### src/rtl/mux_n_input_reg.sv
// N-channel W-bit operand mux into one registered output slot with valid/ready
// flow control; manual select by S or round-robin arbitration over REQ.
module mux_n_input_reg #(
  parameter int W = 4,
  parameter int N = 4
) (
  input  logic                 CLK,
  input  logic                 RST,
  input  logic [N*W-1:0]       IN,
  input  logic                 MODE,
  input  logic [$clog2(N)-1:0] S,
  input  logic                 IN_VALID,
  input  logic [N-1:0]         REQ,
  output logic [N-1:0]         ACK,
  output logic [W-1:0]         OUT,
  output logic                 OUT_VALID,
  input  logic                 OUT_READY,
  output logic [$clog2(N)-1:0] CH
);

  localparam int SW = $clog2(N);
  localparam logic [N-1:0] ONE_HOT0 = {{(N-1){1'b0}}, 1'b1};

  logic [SW-1:0] ptr;
  logic [SW-1:0] rr_ch;
  logic          rr_hit;
  logic [SW-1:0] sel_ch;
  logic          want;
  logic          free;
  logic          capture;

  // Round-robin search starts just after the last granted channel. Scanning
  // from the far end downward lets the nearest requester overwrite the rest.
  // NOTE: every always_comb output gets a default first so no latch is inferred.
  always_comb begin
    rr_ch  = ptr;
    rr_hit = 1'b0;
    for (int k = N; k >= 1; k--) begin
      if (REQ[(int'(ptr) + k) % N]) begin
        rr_ch  = SW'((int'(ptr) + k) % N);
        rr_hit = 1'b1;
      end
    end
  end

  always_comb begin
    free    = !OUT_VALID || OUT_READY;
    sel_ch  = MODE ? rr_ch : S;
    want    = MODE ? rr_hit : (IN_VALID && (int'(S) < N));
    capture = !RST && free && want;
    ACK     = capture ? (ONE_HOT0 << sel_ch) : '0;
  end

  // NOTE: sequential state uses non-blocking assignments only, so every
  // register samples the pre-edge values regardless of statement order.
  always_ff @(posedge CLK) begin
    if (RST) begin
      OUT       <= '0;
      OUT_VALID <= 1'b0;
      CH        <= '0;
      ptr       <= SW'(N - 1);
    end else if (capture) begin
      OUT       <= IN[int'(sel_ch)*W +: W];
      CH        <= sel_ch;
      OUT_VALID <= 1'b1;
      if (MODE) ptr <= sel_ch;
    end else if (OUT_READY) begin
      // Consumed with nothing new: data and channel index keep their last value.
      OUT_VALID <= 1'b0;
    end
  end

endmodule
### config.mk
export PLATFORM = sky130hd
export DESIGN_NAME = mux_n_input_reg
export DESIGN_NICKNAME = d
export VERILOG_FILES = /design/src/rtl/mux_n_input_reg.sv
export SDC_FILE = /design/constraint.sdc
export NUM_CORES = 1
export LEC_CHECK = 0
export BUFFER_PORTS_ARGS = -buffer_cell sky130_fd_sc_hd__buf_2
export CAP_MARGIN = 20
export CELL_PAD_IN_SITES_DETAIL_PLACEMENT = 1
export CELL_PAD_IN_SITES_GLOBAL_PLACEMENT = 1
export CORE_MARGIN = 10
export CORE_UTILIZATION = 32
export DETAILED_ROUTE_END_ITERATION = 8
export PLACE_DENSITY = 0.77
export SYNTH_ARGS = -nofsm -noshare
export SYNTH_HDL_FRONTEND = slang
export SYNTH_SLANG_ARGS = --single-unit
### constraint.sdc
create_clock -name CLK -period 1.7 [get_ports CLK]
set_input_delay 0.085 -clock CLK [delete_from_list [all_inputs] [get_ports CLK]]
set_output_delay 0.085 -clock CLK [all_outputs]
set_load 0.03 [all_outputs]
==> impl_results.md <==
* Number of enable-type register cells in the synthesized netlist at 0
* Sum of routed wire length over all layers at 3600 um
* H-tree lvl count at 1
* Buffer levels on the longest clock path at 2
* Clk slew on worst S/H paths at 0.06 ns
* Post-layout instance count excluding filler cells at 192
* Number of nets with antenna violations after routing at 0
* Final-report hold violation count at 0
* Final antenna diode count at 0
* Register bit total from synthesis at 9
* Total number of placement rows at 19
* Relative slew slack at 70.4%
* Largest family of logic cells by synthesized area: compound AO/OA/AOI/OAI gates
* Unrepaired setup endpoints after global routing: yes
* Cell with the most instances after synthesis: sky130_fd_sc_hd__nor2_1
* Largest clock skew in the final design at 0.00261 ns
* Initial DRC count at 32
* Sequential element share of the synthesized area at 19.8%
* Worst-case setup margin in the final layout at -0.132 ns
* Ordered cell list for the critical path: and2b_1 -> o21ai_2 -> o31ai_2 -> or3_4 -> nor2b_4 -> buf_6
* Synthesized Nets at 141
* DIE AREA at 5380 um2
* Final number of max-transition violations at 0
* Number of instances in the synthesized netlist at 114
* TritonCTS clock tree: built
* Combined buffer and inverter count along the critical path at 1
* Largest area contributor in the synthesized netlist: sky130_fd_sc_hd__dfxtp_1
* Critical path required time at 1.62 ns
* Number of buffers added by the clock tree synthesis step at 3
* Worst-Margin Slew at 0.442 ns
* Count of cell types in the netlist at 41
* Global router's overall resource usage at 13.7%
* DR DRC count at 0
* Pleak at 0.571 nW
* Commonest register cell after synthesis: sky130_fd_sc_hd__dfxtp_1
* Hold WC Path Type: input pin to flop
* Die width at 73.3 um
* Setup_tns at -0.409 ns
* Die Height at 73.3 um
* Share of the clock period used by the worst path at 108%
* Violations in the final reports: setup timing
* First-pass iteration count of the detailed router at 4
* Synthesis-to-layout area growth at 48.7%
* Global routing's busiest layer: met2
* Post-synth top area share at 19.8%
* Post-synthesis area per instance at 7.98 um2
* First-pass GRT wire length at 6020 um
* Clock Latency Late Sink at 0.26 ns
* Routability-driven placement congestion ratio at 0.870
* Buffers on Ports at 37
* Run status: finished with violations
* Final Power at 0.819 mW
* Number of endpoints failing setup at the final stage at 4
* Biggest cell delay along the critical path at 0.38 ns
* Core footprint at 2730 um2
* Clock root buffer: sky130_fd_sc_hd__clkbuf_4
* Post-layout utilization of the core at 49.5%
* Fmax at 0.546 GHz
* Effective utilization at floorplan at 33.3%
* Compound-gate portion of the synthesized area at 37.0%
* Share of flip-flops with an asynchronous set or reset after synthesis at 0%
* IO Pins at 38
* Kind of end point of the critical path: output pin
* Adder and majority gate portion of the synthesized area at 0%
* Slowest-stage cell, CP: sky130_fd_sc_hd__or3_4
* Xor-xnor portion of the synthesized cell area at 0%
* PD cells at 605 nW/um2
* Worst IR Drop VDD at 0.554 mV
* Maximum number of pins on one net before global-route repair at 15
* Synth warnings at 0
* GR Layer Usage met2 at 27.1%
* Most area-consuming cells after synthesis: sky130_fd_sc_hd__dfxtp_1 (20%), sky130_fd_sc_hd__a21boi_0 (9.9%), sky130_fd_sc_hd__a221oi_1 (7.7%)
* Setup Crit Path Kind: flop to output pin
* Largest delay share family, worst path: simple AND/OR/NAND/NOR gates
* Antenna violations before repair at 0
* Most used standard cells in the synthesized netlist: sky130_fd_sc_hd__nor2_1 (13), sky130_fd_sc_hd__a21boi_0 (12), sky130_fd_sc_hd__dfxtp_1 (9), sky130_fd_sc_hd__a221oi_1 (8), sky130_fd_sc_hd__nand3_1 (8)
* GR Util met3 at 4.71%
* Clock period minus final worst setup slack at 1.83 ns
* Via count of the first global-routing pass at 1249
* Critical path data arrival time at 1.75 ns
* Fill cell instance count of the final layout at 338
* Synthesized cell area at 910 um2
* Post-detailed-route via-to-cell ratio at 5.76
* CP max FO at 5
* HPWL reported at the end of detailed placement at 2910 um
* Post-placement cell count at 185
* Detailed-route wire length per cell at 18.7 um
* Hold_buf cts at 0
* Portion of netlist area occupied by mux cells at 4.40%
* Via count at 1106
* Fraction of the mapped netlist area in simple logic gates at 34.1%
* Grt met1 use at 13.4%
* Number of nets in the finished design at 189
* Layout cells sized above 1 at 49.7%
* GRT overflow at 0
* Worst Setup Start Kind: flop
* Number of violations of the max-capacitance limit at 0
* Clock sink total at 9
[state kept, by name, summed over array words and instances (netlist names)]
| signal | count |
|---|---|
| CH | 2 |
| OUT | 4 |
| OUT_VALID | 1 |
| ptr | 2 |
[cells in the final DEF, fill, tap and decap left out, types with 2 or more instances in the layout]
master                      n
sky130_fd_sc_hd__dfxtp_1    7
sky130_fd_sc_hd__nand3b_1   2
sky130_fd_sc_hd__nand2_1    5
sky130_fd_sc_hd__o32a_1     4
sky130_fd_sc_hd__a21boi_0  12
sky130_fd_sc_hd__nor2_1    11
sky130_fd_sc_hd__nor2b_1    3
sky130_fd_sc_hd__buf_6      3
sky130_fd_sc_hd__a221oi_2   4
sky130_fd_sc_hd__buf_2     33
sky130_fd_sc_hd__nand2b_1   5
sky130_fd_sc_hd__a221oi_4   2
sky130_fd_sc_hd__mux2i_1    4
sky130_fd_sc_hd__buf_4     14
sky130_fd_sc_hd__nor2_4     2
sky130_fd_sc_hd__nand3_1    8
sky130_fd_sc_hd__clkbuf_4   3
sky130_fd_sc_hd__nor3_2     2
sky130_fd_sc_hd__and2b_1    2
sky130_fd_sc_hd__nor4_1     4
sky130_fd_sc_hd__a221oi_1   2
[what timing repair did]
item / 4_1_cts / 5_1_grt
resized for setup: 16 / 12
setup buffers: 2 / 1
pin swaps: 6 / 3
setup endpoints to repair: 8 / 8
endpoints found under the hold margin: 0 / 0
[path summary, 6_finish.rpt]
path	start	to	slack [ns]	depth (start not counted)
min	RST	OUT_VALID	0.13	2
max	ptr[0]	ACK[2]	-0.13	6
max reg2reg	ptr[0]	OUT[3]	0.02	7
min reg2reg	CH[0]	CH[0]	0.49	2
[cell families after synthesis]
family,after synthesis
and+or+nand+nor,56
DFF,9
AOI/OAI and AO/OA,37
muxes,4
buffers and inverters,8
[worst register-to-register path, stage by stage (launching register included)]
cell,delay [ns]
sky130_fd_sc_hd__dfxtp_4,0.36
sky130_fd_sc_hd__and2b_1,0.20
sky130_fd_sc_hd__o21ai_2,0.17
sky130_fd_sc_hd__o31ai_2,0.11
sky130_fd_sc_hd__buf_4,0.16
sky130_fd_sc_hd__buf_4,0.16
sky130_fd_sc_hd__a221oi_2,0.27
sky130_fd_sc_hd__a221oi_1,0.12
[final cells by class]
| cell class | instances | area [um2] | share of cell area [%] |
|---|---|---|---|
| well taps | 31 | 38.8 | 2.87 |
| multi-input cells | 97 | 795 | 58.7 |
| inverters | 1 | 3.75 | 0.278 |
| repair buffers | 50 | 304 | 22.5 |
| clock buffers | 4 | 26.3 | 1.94 |
| flip-flops and latches | 9 | 185 | 13.7 |
[stage by stage]
| step | worst slack [ns] | cell area, um2 | hold slack (ns) |
|---|---|---|---|
| after floorplan | 0.0340 | 917 | 0.292 |
| after global placement | 0.0413 | 1180 | 0.387 |
| after detailed placement | -0.0534 | 1180 | 0.400 |
| after CTS | -0.152 | 1280 | 0.121 |
| after global routing | -0.216 | 1350 | 0.156 |
| final | -0.132 | 1350 | 0.130 |
[report_power, final]
| part | leakage [nW] | internal, mW | switching (mW) |
|---|---|---|---|
| Combinational | 0.481 | 0.172 | 0.229 |
| Clock | 0.0150 | 0.0906 | 0.0761 |
| Sequential | 0.0747 | 0.236 | 0.0155 |
| Total | 0.571 | 0.499 | 0.320 |
[routing by layer]
| metal | routed length [um] | vias to the layer above |
|---|---|---|
| li1 | - | 536 |
| met1 | 1360 | 541 |
| met2 | 2020 | 25 |
| met3 | 189 | 4 |
| met4 | 22 | 0 |
| met5 | 0 | - |
Power figures use the tool's default switching activity.
